===== config.mk =====
export PLATFORM = sky130hd
export DESIGN_NAME = twiddle_seq_flat
export DESIGN_NICKNAME = d
export VERILOG_FILES = /design/src/rtl/twiddle_seq_pkg.sv /design/src/rtl/twiddle_seq_if.sv /design/src/rtl/twiddle_rom.sv /design/src/rtl/twiddle_seq.sv /design/src/flat_wrapper.sv
export SDC_FILE = /design/constraint.sdc
export NUM_CORES = 1
export LEC_CHECK = 0
export ABC_AREA = 1
export CAP_MARGIN = 20
export CELL_PAD_IN_SITES_DETAIL_PLACEMENT = 0
export CELL_PAD_IN_SITES_GLOBAL_PLACEMENT = 1
export CORE_UTILIZATION = 46
export DETAILED_ROUTE_END_ITERATION = 10
export PLACE_DENSITY = 0.86
export SETUP_SLACK_MARGIN = 0.05
export SYNTH_ARGS = -nofsm -noshare
export SYNTH_HDL_FRONTEND = slang
export SYNTH_SLANG_ARGS = --single-unit

===== constraint.sdc =====
create_clock -name clock -period 3.3 [get_ports clock]
set_input_delay 0.66 -clock clock [delete_from_list [all_inputs] [get_ports clock]]
set_output_delay 0.66 -clock clock [all_outputs]
set_load 0.1 [all_outputs]

===== src/rtl/twiddle_seq_pkg.sv =====
// -----------------------------------------------------------------------------
// twiddle_seq_pkg
// Shared definitions for the twiddle-factor sequencer:
//   - QM_TABLE   : quarter -> index multiplier {0, 2, 1, 3}
//   - octant_e   : encoding of the top three table-address bits
//   - c_const()  : round(cos(pi/4) * 2^(WIDTH-1))
//   - s_const()  : -2^(WIDTH-1)
//   - tw_re_of() / tw_im_of() : elaboration-time table generators giving
//     round(cos(2*pi*a/N)*2^(WIDTH-1)) and -round(sin(2*pi*a/N)*2^(WIDTH-1)),
//     both saturated to WIDTH bits. They are used only in constant contexts.
// -----------------------------------------------------------------------------
package twiddle_seq_pkg;

    localparam logic [1:0] QM_TABLE [4] = '{2'd0, 2'd2, 2'd1, 2'd3};

    typedef enum logic [2:0] {
        OCT_0 = 3'd0,
        OCT_1 = 3'd1,
        OCT_2 = 3'd2,
        OCT_3 = 3'd3,
        OCT_4 = 3'd4,
        OCT_5 = 3'd5,
        OCT_6 = 3'd6,
        OCT_7 = 3'd7
    } octant_e;

    localparam real PI = 3.14159265358979323846;

    function automatic real pow2_r(input int e);
        real r;
        r = 1.0;
        for (int i = 0; i < e; i++) r = r * 2.0;
        return r;
    endfunction

    // Arguments arrive in [0, 2*pi); folding into [-pi, pi] keeps the
    // Taylor series well inside double precision.
    function automatic real fold_r(input real x);
        return (x > PI) ? x - 2.0 * PI : x;
    endfunction

    function automatic real cos_r(input real x);
        real xr, term, sum;
        xr   = fold_r(x);
        term = 1.0;
        sum  = 1.0;
        for (int n = 1; n <= 24; n++) begin
            term = -term * xr * xr / $itor((2 * n - 1) * (2 * n));
            sum  = sum + term;
        end
        return sum;
    endfunction

    function automatic real sin_r(input real x);
        real xr, term, sum;
        xr   = fold_r(x);
        term = xr;
        sum  = xr;
        for (int n = 1; n <= 24; n++) begin
            term = -term * xr * xr / $itor((2 * n) * (2 * n + 1));
            sum  = sum + term;
        end
        return sum;
    endfunction

    // Round half away from zero, then clamp to the signed WIDTH range.
    function automatic int round_sat(input real x, input int width);
        int r, hi, lo;
        hi = (1 << (width - 1)) - 1;
        lo = -(1 << (width - 1));
        r  = (x >= 0.0) ? $rtoi(x + 0.5) : -$rtoi(0.5 - x);
        if (r > hi) r = hi;
        if (r < lo) r = lo;
        return r;
    endfunction

    function automatic int tw_re_of(input int a, input int nn, input int width);
        return round_sat(cos_r(2.0 * PI * $itor(a) / pow2_r(nn)) * pow2_r(width - 1), width);
    endfunction

    function automatic int tw_im_of(input int a, input int nn, input int width);
        return round_sat(-sin_r(2.0 * PI * $itor(a) / pow2_r(nn)) * pow2_r(width - 1), width);
    endfunction

    function automatic int c_const(input int width);
        return round_sat(cos_r(PI / 4.0) * pow2_r(width - 1), width);
    endfunction

    function automatic int s_const(input int width);
        return -(1 << (width - 1));
    endfunction

endpackage


===== src/rtl/twiddle_seq_if.sv =====
// -----------------------------------------------------------------------------
// twiddle_seq_if
// Data-side bundle of the twiddle sequencer.
//   di_en     : one data sample accepted this cycle (driven by master)
//   do_en     : twiddle outputs valid this cycle
//   tw_bypass : twiddle is exactly 1+j0
//   tw_re     : twiddle real part, Q1.(WIDTH-1)
//   tw_im     : twiddle imaginary part, Q1.(WIDTH-1)
// Modports: master = sample source / twiddle consumer, slave = twiddle_seq.
// -----------------------------------------------------------------------------
interface twiddle_seq_if #(
    parameter int WIDTH = 16
) ();

    logic             di_en;
    logic             do_en;
    logic             tw_bypass;
    logic [WIDTH-1:0] tw_re;
    logic [WIDTH-1:0] tw_im;

    modport master (
        output di_en,
        input  do_en,
        input  tw_bypass,
        input  tw_re,
        input  tw_im
    );

    modport slave (
        input  di_en,
        output do_en,
        output tw_bypass,
        output tw_re,
        output tw_im
    );

endinterface


===== src/rtl/twiddle_rom.sv =====
// -----------------------------------------------------------------------------
// twiddle_rom
// Constant twiddle table with a registered read port (one cycle latency).
// Entry a holds round(cos(2*pi*a/N)*2^(WIDTH-1)) and
// -round(sin(2*pi*a/N)*2^(WIDTH-1)), N = 2^NN, saturated to WIDTH bits.
// DEPTH is chosen by the parent: 2^NN for the full table, 2^NN/8+1 when
// TWIDDLE_TAB_REDUCE_EN is defined.
// Ports:
//   clock  : read clock
//   addr_i : table address
//   re_o   : registered real part
//   im_o   : registered imaginary part
// -----------------------------------------------------------------------------
module twiddle_rom
    import twiddle_seq_pkg::*;
#(
    parameter int NN    = 6,
    parameter int WIDTH = 16,
    parameter int DEPTH = 1 << NN,
    parameter int AW    = $clog2(DEPTH)
) (
    input  logic             clock,
    input  logic [AW-1:0]    addr_i,
    output logic [WIDTH-1:0] re_o,
    output logic [WIDTH-1:0] im_o
);

    localparam int TAB_SIZE = 1 << AW;

    logic [WIDTH-1:0] tab_re [TAB_SIZE];
    logic [WIDTH-1:0] tab_im [TAB_SIZE];

    // Unused slots past DEPTH (non-power-of-two depth) read as zero.
    for (genvar a = 0; a < TAB_SIZE; a++) begin : g_tab
        if (a < DEPTH) begin : g_used
            localparam int RE_I = tw_re_of(a, NN, WIDTH);
            localparam int IM_I = tw_im_of(a, NN, WIDTH);
            assign tab_re[a] = RE_I[WIDTH-1:0];
            assign tab_im[a] = IM_I[WIDTH-1:0];
        end else begin : g_pad
            assign tab_re[a] = '0;
            assign tab_im[a] = '0;
        end
    end

    // NOTE: the read register has no reset; the valid bit that travels
    // alongside in the parent qualifies its contents.
    always_ff @(posedge clock) begin
        re_o <= tab_re[addr_i];
        im_o <= tab_im[addr_i];
    end

endmodule


===== src/rtl/twiddle_seq.sv =====
// -----------------------------------------------------------------------------
// twiddle_seq
// Generates one twiddle factor per accepted sample for a radix stage of
// block size M = 2^LOG_M inside an N = 2^NN point FFT.
//   S1: sample counter -> table address (k*qm) << (NN-LOG_M), valid bit
//   S2: registered ROM read, address and valid carried alongside
//   S3: octant reconstruction / bypass detection, output registers
// Latency is 3 cycles, one output per input.
// Build option: define TWIDDLE_TAB_REDUCE_EN to store only the first octant
// (N/8+1 entries) and rebuild the rest by symmetry; outputs are identical.
// Ports:
//   clock : rising-edge clock
//   reset : asynchronous, active-high reset
//   bus   : twiddle_seq_if.slave (di_en in; do_en, tw_bypass, tw_re, tw_im out)
// -----------------------------------------------------------------------------
module twiddle_seq
    import twiddle_seq_pkg::*;
#(
    parameter int NN    = 6,
    parameter int LOG_M = 6,
    parameter int WIDTH = 16
) (
    input  logic         clock,
    input  logic         reset,
    twiddle_seq_if.slave bus
);

`ifdef TWIDDLE_TAB_REDUCE_EN
    localparam int ROM_DEPTH = (1 << NN) / 8 + 1;
`else
    localparam int ROM_DEPTH = 1 << NN;
`endif
    localparam int ROM_AW = $clog2(ROM_DEPTH);

    // ---------------- S1: counter and address ----------------
    logic [LOG_M-1:0] cnt_q, cnt_d;
    logic [1:0]       quarter;
    logic [LOG_M-3:0] k_idx;
    logic [LOG_M-1:0] prod;
    logic [NN-1:0]    taddr_d;

    logic             s1_valid_q;
    logic [NN-1:0]    s1_taddr_q;
    logic             s2_valid_q;
    logic [NN-1:0]    s2_taddr_q;

    logic             do_en_q;
    logic             tw_bypass_q, tw_bypass_d;
    logic [WIDTH-1:0] tw_re_q, tw_re_d;
    logic [WIDTH-1:0] tw_im_q, tw_im_d;

    // The address is built from the count before this cycle's increment.
    // The product never reaches M, so the LOG_M-bit multiply is exact.
    always_comb begin
        cnt_d   = bus.di_en ? cnt_q + LOG_M'(1) : cnt_q;
        quarter = cnt_q[LOG_M-1:LOG_M-2];
        k_idx   = cnt_q[LOG_M-3:0];
        prod    = LOG_M'(k_idx) * LOG_M'(QM_TABLE[quarter]);
        taddr_d = NN'(prod) << (NN - LOG_M);
    end

    // ---------------- S2: table read ----------------
    logic [ROM_AW-1:0] rom_addr;
    logic [WIDTH-1:0]  rom_re, rom_im;

`ifdef TWIDDLE_TAB_REDUCE_EN
    localparam int OCT_LEN = (1 << NN) / 8;

    // Odd octants run backwards through the stored octant.
    always_comb begin
        if (s1_taddr_q[NN-3]) begin
            rom_addr = ROM_AW'(OCT_LEN - int'(s1_taddr_q[NN-4:0]));
        end else begin
            rom_addr = ROM_AW'(s1_taddr_q[NN-4:0]);
        end
    end
`else
    assign rom_addr = s1_taddr_q;
`endif

    twiddle_rom #(
        .NN    (NN),
        .WIDTH (WIDTH),
        .DEPTH (ROM_DEPTH)
    ) u_rom (
        .clock  (clock),
        .addr_i (rom_addr),
        .re_o   (rom_re),
        .im_o   (rom_im)
    );

    // ---------------- S3: reconstruction ----------------
`ifdef TWIDDLE_TAB_REDUCE_EN
    localparam int               C_I     = c_const(WIDTH);
    localparam int               S_I     = s_const(WIDTH);
    localparam logic [WIDTH-1:0] C_W     = C_I[WIDTH-1:0];
    localparam logic [WIDTH-1:0] NEG_C_W = -C_W;
    localparam logic [WIDTH-1:0] S_W     = S_I[WIDTH-1:0];

    octant_e octant;
    logic    on_axis;
`endif

    // NOTE: every output of this block gets a default first so no path
    // leaves a value unassigned and no latch is inferred.
    always_comb begin
        tw_bypass_d = (s2_taddr_q == '0);
        tw_re_d     = rom_re;
        tw_im_d     = rom_im;
`ifdef TWIDDLE_TAB_REDUCE_EN
        octant  = octant_e'(s2_taddr_q[NN-1:NN-3]);
        on_axis = (s2_taddr_q[NN-4:0] == '0);
        // Octant boundaries use exact constants: the stored entry 0 is the
        // saturated +1, which would be off by one LSB where -1 is needed.
        case (octant)
            OCT_1: begin
                tw_re_d = on_axis ? C_W     : -rom_im;
                tw_im_d = on_axis ? NEG_C_W : -rom_re;
            end
            OCT_2: begin
                tw_re_d = on_axis ? '0  : rom_im;
                tw_im_d = on_axis ? S_W : -rom_re;
            end
            OCT_3: begin
                tw_re_d = on_axis ? NEG_C_W : -rom_re;
                tw_im_d = on_axis ? NEG_C_W : rom_im;
            end
            OCT_4: begin
                tw_re_d = on_axis ? S_W : -rom_re;
                tw_im_d = on_axis ? '0  : -rom_im;
            end
            OCT_5: begin
                tw_re_d = rom_im;
                tw_im_d = rom_re;
            end
            default: begin
                tw_re_d = rom_re;
                tw_im_d = rom_im;
            end
        endcase
`endif
        // Address 0 is flagged as a pass-through and carries zero data.
        if (tw_bypass_d) begin
            tw_re_d = '0;
            tw_im_d = '0;
        end
    end

    // ---------------- state ----------------
    // NOTE: non-blocking assignments make each stage capture the value its
    // predecessor held before the edge, independent of statement order.
    always_ff @(posedge clock or posedge reset) begin
        if (reset) begin
            cnt_q       <= '0;
            s1_valid_q  <= 1'b0;
            s1_taddr_q  <= '0;
            s2_valid_q  <= 1'b0;
            s2_taddr_q  <= '0;
            do_en_q     <= 1'b0;
            tw_bypass_q <= 1'b0;
            tw_re_q     <= '0;
            tw_im_q     <= '0;
        end else begin
            cnt_q      <= cnt_d;
            s1_valid_q <= bus.di_en;
            s1_taddr_q <= taddr_d;
            s2_valid_q <= s1_valid_q;
            s2_taddr_q <= s1_taddr_q;
            do_en_q    <= s2_valid_q;
            // Outputs hold their last value between valid entries.
            if (s2_valid_q) begin
                tw_bypass_q <= tw_bypass_d;
                tw_re_q     <= tw_re_d;
                tw_im_q     <= tw_im_d;
            end
        end
    end

    assign bus.do_en     = do_en_q;
    assign bus.tw_bypass = tw_bypass_q;
    assign bus.tw_re     = tw_re_q;
    assign bus.tw_im     = tw_im_q;

endmodule


===== src/flat_wrapper.sv =====
// flat-port wrapper written by rule: the top's interface ports become plain ports
module twiddle_seq_flat import twiddle_seq_pkg::*;
#(
    parameter int NN    = 6,
    parameter int LOG_M = 6,
    parameter int WIDTH = 16
)
  (clock, reset, bus_di_en, bus_do_en, bus_tw_bypass, bus_tw_re, bus_tw_im);
  twiddle_seq_if #(.WIDTH(WIDTH)) bus_i ();
  input  logic clock;
  input  logic reset;
  input wire logic [$bits(bus_i.di_en)-1:0] bus_di_en;
  output wire logic [$bits(bus_i.do_en)-1:0] bus_do_en;
  output wire logic [$bits(bus_i.tw_bypass)-1:0] bus_tw_bypass;
  output wire logic [$bits(bus_i.tw_re)-1:0] bus_tw_re;
  output wire logic [$bits(bus_i.tw_im)-1:0] bus_tw_im;
  assign bus_i.di_en = bus_di_en;
  assign bus_do_en = bus_i.do_en;
  assign bus_tw_bypass = bus_i.tw_bypass;
  assign bus_tw_re = bus_i.tw_re;
  assign bus_tw_im = bus_i.tw_im;
  twiddle_seq #(.NN(NN), .LOG_M(LOG_M), .WIDTH(WIDTH)) u_core (.clock(clock), .reset(reset), .bus(bus_i));
endmodule

=== Word level (Yosys, flattened, before mapping) ===
Memory sizes are Yosys's and may differ from the RTL's. A register that Yosys moved wholly into a read port is not among the register bits.
Index checks and enable logic that the tools add are counted.

* Logic and storage cells: 22
* Memories: 2
* Bits in read-only memories: 2048
* Register bits: 54

{| class="wikitable"
|+ Memory list
! name !! depth !! bits a word !! rd ports !! clocked after memory_dff !! wr ports !! line !! source
|-
| (no name shown) || 64 || 16 || 1 || 1 || 0 || twiddle_rom.sv:50 || <nowiki>im_o <= tab_im[addr_i];</nowiki>
|-
| (no name shown) || 64 || 16 || 1 || 1 || 0 || twiddle_rom.sv:49 || <nowiki>re_o <= tab_re[addr_i];</nowiki>
|}

* Mux-type cells: 5
* Add/sub/neg operators: 1
* Bitwise logic cells: 2
* Reduce and logical (&&, ||, !) cells: 1
* $lt $le $gt $ge: 1
* $mul: 1

{| class="wikitable"
|+ Operators by type and width
! operator !! number
|-
| $mux 16 || 2
|-
| $not 6->7 || 1
|-
| $add 6x1->6 const B || 1
|-
| $logic_not 6->1 || 1
|-
| $mul 4x2->6 || 1
|-
| $bmux 2 s2 || 1
|-
| $mux 2 || 2
|-
| $ge 3x3->1 const B || 1
|-
| $not 2->3 || 1
|}

=== Longest topological paths before layout ===
* Depth in word-level cells: 5
* Gate-level depth with buffers: 11
* Gate-level depth less buffers: 11

=== Hierarchy ===
From an unflattened synthesis, not the netlist that was laid out.

* Cells, all modules: 677
* Area, all modules: 4738.3 sq um

{| class="wikitable"
|+ Modules (own cells, without submodules)
! module !! sequential area each (sq um) !! times used !! cells each !! area each (sq um)
|-
| twiddle_rom || 640.6 || 1 || 455 || 2571.2
|-
| twiddle_seq || 1351.3 || 1 || 222 || 2167.1
|}

=== Worst setup path after synthesis ===
OpenSTA, ideal clock, no wires.

* Path type: register to register
* Start: register u_core.s1_taddr_q[0], in the netlist u_core.rom_addr[0]
* End: register u_core.u_rom.im_o[4]
* Path buffers: 0
* Required time: 3.177 ns
* Stages on the path, launching flop included: 9
* Arrival time: 1.549 ns
* Setup time: 0.123 ns
* Slack: 1.628 ns
* Cell sequence: dfrtp_1 > inv_1 > ha_1 > inv_1 > nor2_2 > nor2_1 > o21ai_1 > nand3_1 > nand3_1

* Word-level cells in the longest chain between the ends: 1

{| class="wikitable"
|+ RTL lines
! what !! line !! source
|-
| start, declared || twiddle_seq.sv:43 || <nowiki>logic [NN-1:0] s1_taddr_q;</nowiki>
|-
| start signal, assigned || twiddle_seq.sv:166 || <nowiki>s1_taddr_q <= taddr_d;</nowiki>
|-
| $not 6->7 (implied by the code) || twiddle_rom.sv:50 ||
|-
| end, declared || twiddle_rom.sv:25 || <nowiki>output logic [WIDTH-1:0] im_o</nowiki>
|}

Every way passes these cells.
A chain may end at the register's enable or synchronous reset.

=== Worst setup path in the final report ===
Same ends and word-level chain as after synthesis.

==> metrics.cfg <==
[status]
status = finished, final reports clean

[clock_network]
cts.sinks = 86
clk_pin_slew_ns = 0.10
cts_max_level = 3
clockRootBuffer = clkbuf_8
cts_resized = 0
clk_latency_ns = 0.38
cts_tree = yes
ctsHoldBuffers = 0
numCtsBuffers = 9
cts_buffer_depth = 2
cts_setup_buffers = 0

[layout]
antenna_cells = 0
drive_gt1_frac = 0.115
post-route-util = 0.530
fill_cells = 977
fin_nets = 711
final_common_cell = nand2_1
layout_common_cells = nand2_1, nand3_1, dfrtp_1
area_growth_syn_to_layout_pct = 11.1

[sta]
finClkSkew_ns = 0.0151
rsz0062_at_grt = no
tns_ns = 0
tightest_slew_ns = 0.960
holdWs_ns = 0.359
final-max-slew-violation-count = 0
hold_viol = 0
max_freq_ghz = 0.479
setup_viol = 0
fin_crit_sh = 0.633
slew_headroom = 0.359
period_needed_ns = 2.09

[critical_path]
critical_path.cell_chain = inv_1 -> ha_1 -> inv_1 -> nor2_2 -> nor2_1 -> nand2_1 -> nand2_1 -> nand2_1 -> nand3_1
worst_ep_arrival_time_ns = 2.33
cp.buffers_inverters = 2
path_class = reg -> reg
crit_path_max_incr_delay_ns = 0.59
cp-start-kind = flop
cp.required_ns = 3.54
cp.depth = 9
path_delay_family = simple AND/OR/NAND/NOR gates
r2r_cells = 9
cpMostUsedCell = nand2_1
slowest_stage = dfrtp_1
critPathMaxFanout = 12
worstSetupEndpointType = flop

[logic_synthesis]
synth_area_um2 = 4690
synthCells = 670
synth-seq-cells = 86
avgSynthCellArea_um2 = 7.00
synth_warnings = 0
synth_cell_types = 33
synth_fp_nets = 688
seq_area_frac_synth = 0.425

[global_route]
antenna_found_initial = 0
overflow = 0
track_usage = 0.249
grt_max_degree = 46
grt_pass1_wl_um = 19700
grt_pass1_vias = 3930

[placed_design]
hpwl_um = 8920
routabilityCongestion = 0.966
port_buffers = 36

[route]
drt-total-wl_um = 12200
wire_per_inst_um = 14.6
route.detailed.drc = 0
drtPass1Iterations = 5
viasPerCell = 5.11
drt_iter0_markers = 282
drtAntennaViolNets = 0
vias = 4247

[flow_run]
maxCapViolCount = 0

[floorplanning]
placementRows = 36
num_io_pins = 37
core_area_um2 = 9820
die_width_um = 103
initial_core_util = 0.477
die-area_um2 = 10600
fp.dieH_um = 103

[hold_path]
hold_depth = 0
hold_class = reg -> reg

-- through the flow --
stage	instance area [um^2]	std cells	setup WS [ns]
detailed placement	4990	815	1.28
global route	5210	831	1.04
finish	5210	831	1.21
floorplan	4690	670	1.33
global placement	4990	815	1.32
CTS	5210	831	1.24
-- metal layers --
layer  global-route usage  vias to the layer above  wire [um]
li1                     -                     2143          -
met1                0.342                     1937       5860
met2                0.378                      138       5280
met3               0.0515                       29        631
met4                0.107                        0        386
met5                    0                        -          0
-- final timing paths --
kind / endpoint / startpoint / slack [ns]
worst max-delay path: u_core.u_rom.im_o[4] / u_core.rom_addr[0] / 1.21
worst min-delay path: u_core.s2_valid_q / u_core.s1_valid_q / 0.36
worst max register to register: u_core.u_rom.im_o[4] / u_core.rom_addr[0] / 1.21
worst min register to register: u_core.s2_valid_q / u_core.s1_valid_q / 0.36
max in group asynchronous: u_core.bus.tw_re[8] / reset / 1.89
min in group asynchronous: u_core.bus.do_en / reset / 0.62
-- Yosys cell counts --
cell type  number  share of area
buf_6           1         0.0024
ha_1           14          0.037
o21ai_1         5         0.0053
o211ai_1        1         0.0016
nand4_1        17          0.023
or2_2           1         0.0013
clkbuf_1        4         0.0032
inv_2           4         0.0032
xnor2_1         2         0.0037
nor2_4          1         0.0024
o22ai_1         2         0.0027
o21bai_1        1         0.0016
nor2_2          4         0.0053
buf_4           6         0.0096
nand2_8         1         0.0043
buf_12          1         0.0043
o2111ai_1       1         0.0019
o21ai_0         7         0.0075
inv_4           2         0.0027
buf_8           1         0.0032
dfrtp_1        54           0.29
nor2_1         23          0.018
nand2_2         8          0.011
nand3_1        78          0.083
nand2_1       319           0.26
fa_1            1         0.0043
xor2_1          5         0.0093
o21ai_2         2         0.0037
inv_1          48          0.038
a21oi_1         5         0.0053
buf_2          18          0.019
dfxtp_1        32           0.14
clkinv_1        1        0.00080
-- area by class of cell --
type / count / area [um^2] / share of cell area
multi-input combinational: 498 / 2290 / 0.439
sequential: 86 / 1990 / 0.382
timing repair buffer: 43 / 328 / 0.0629
inverter: 55 / 211 / 0.0406
tap: 133 / 166 / 0.0319
clock buffer: 10 / 128 / 0.0245
clock inverter: 6 / 95.1 / 0.0183
-- kinds of logic (layout without fill, tap and decap cells) --
| group | after synthesis | in the layout | synth area share |
|---|---|---|---|
| and+or+nand+nor | 452 | 452 | 0.404 |
| AOI/OAI and AO/OA | 24 | 24 | 0.0296 |
| xor gates and xnor gates | 7 | 7 | 0.0131 |
| adders and majority gates | 15 | 15 | 0.0416 |
| buffers and inverters | 86 | 114 | 0.0870 |
| DFF | 86 | 86 | 0.425 |
-- sequential cells by signal, indices dropped and copies added (netlist names) --
signal,count
u_core.cnt_q,6
u_core.s2_taddr_q,6
u_core.u_rom.im_o,16
u_core.bus.tw_im,16
u_core.rom_addr,6
u_core.bus.tw_re,16
u_core.bus.do_en,1
u_core.s1_valid_q,1
u_core.bus.tw_bypass,1
u_core.s2_valid_q,1
u_core.u_rom.re_o,16
-- worst reg2reg max path: cells and delay by family (launching register included) --
kind / cells / cell delay (ns)
adder cells (fa/ha/maj): 1 / 0.40
flip-flops: 1 / 0.59
buffers and inverters: 2 / 0.34
AND/OR/NAND/NOR: 6 / 0.65
Power is not shown: default switching activity piles up to over one toggle a cycle in this logic, so the estimate is an artifact.
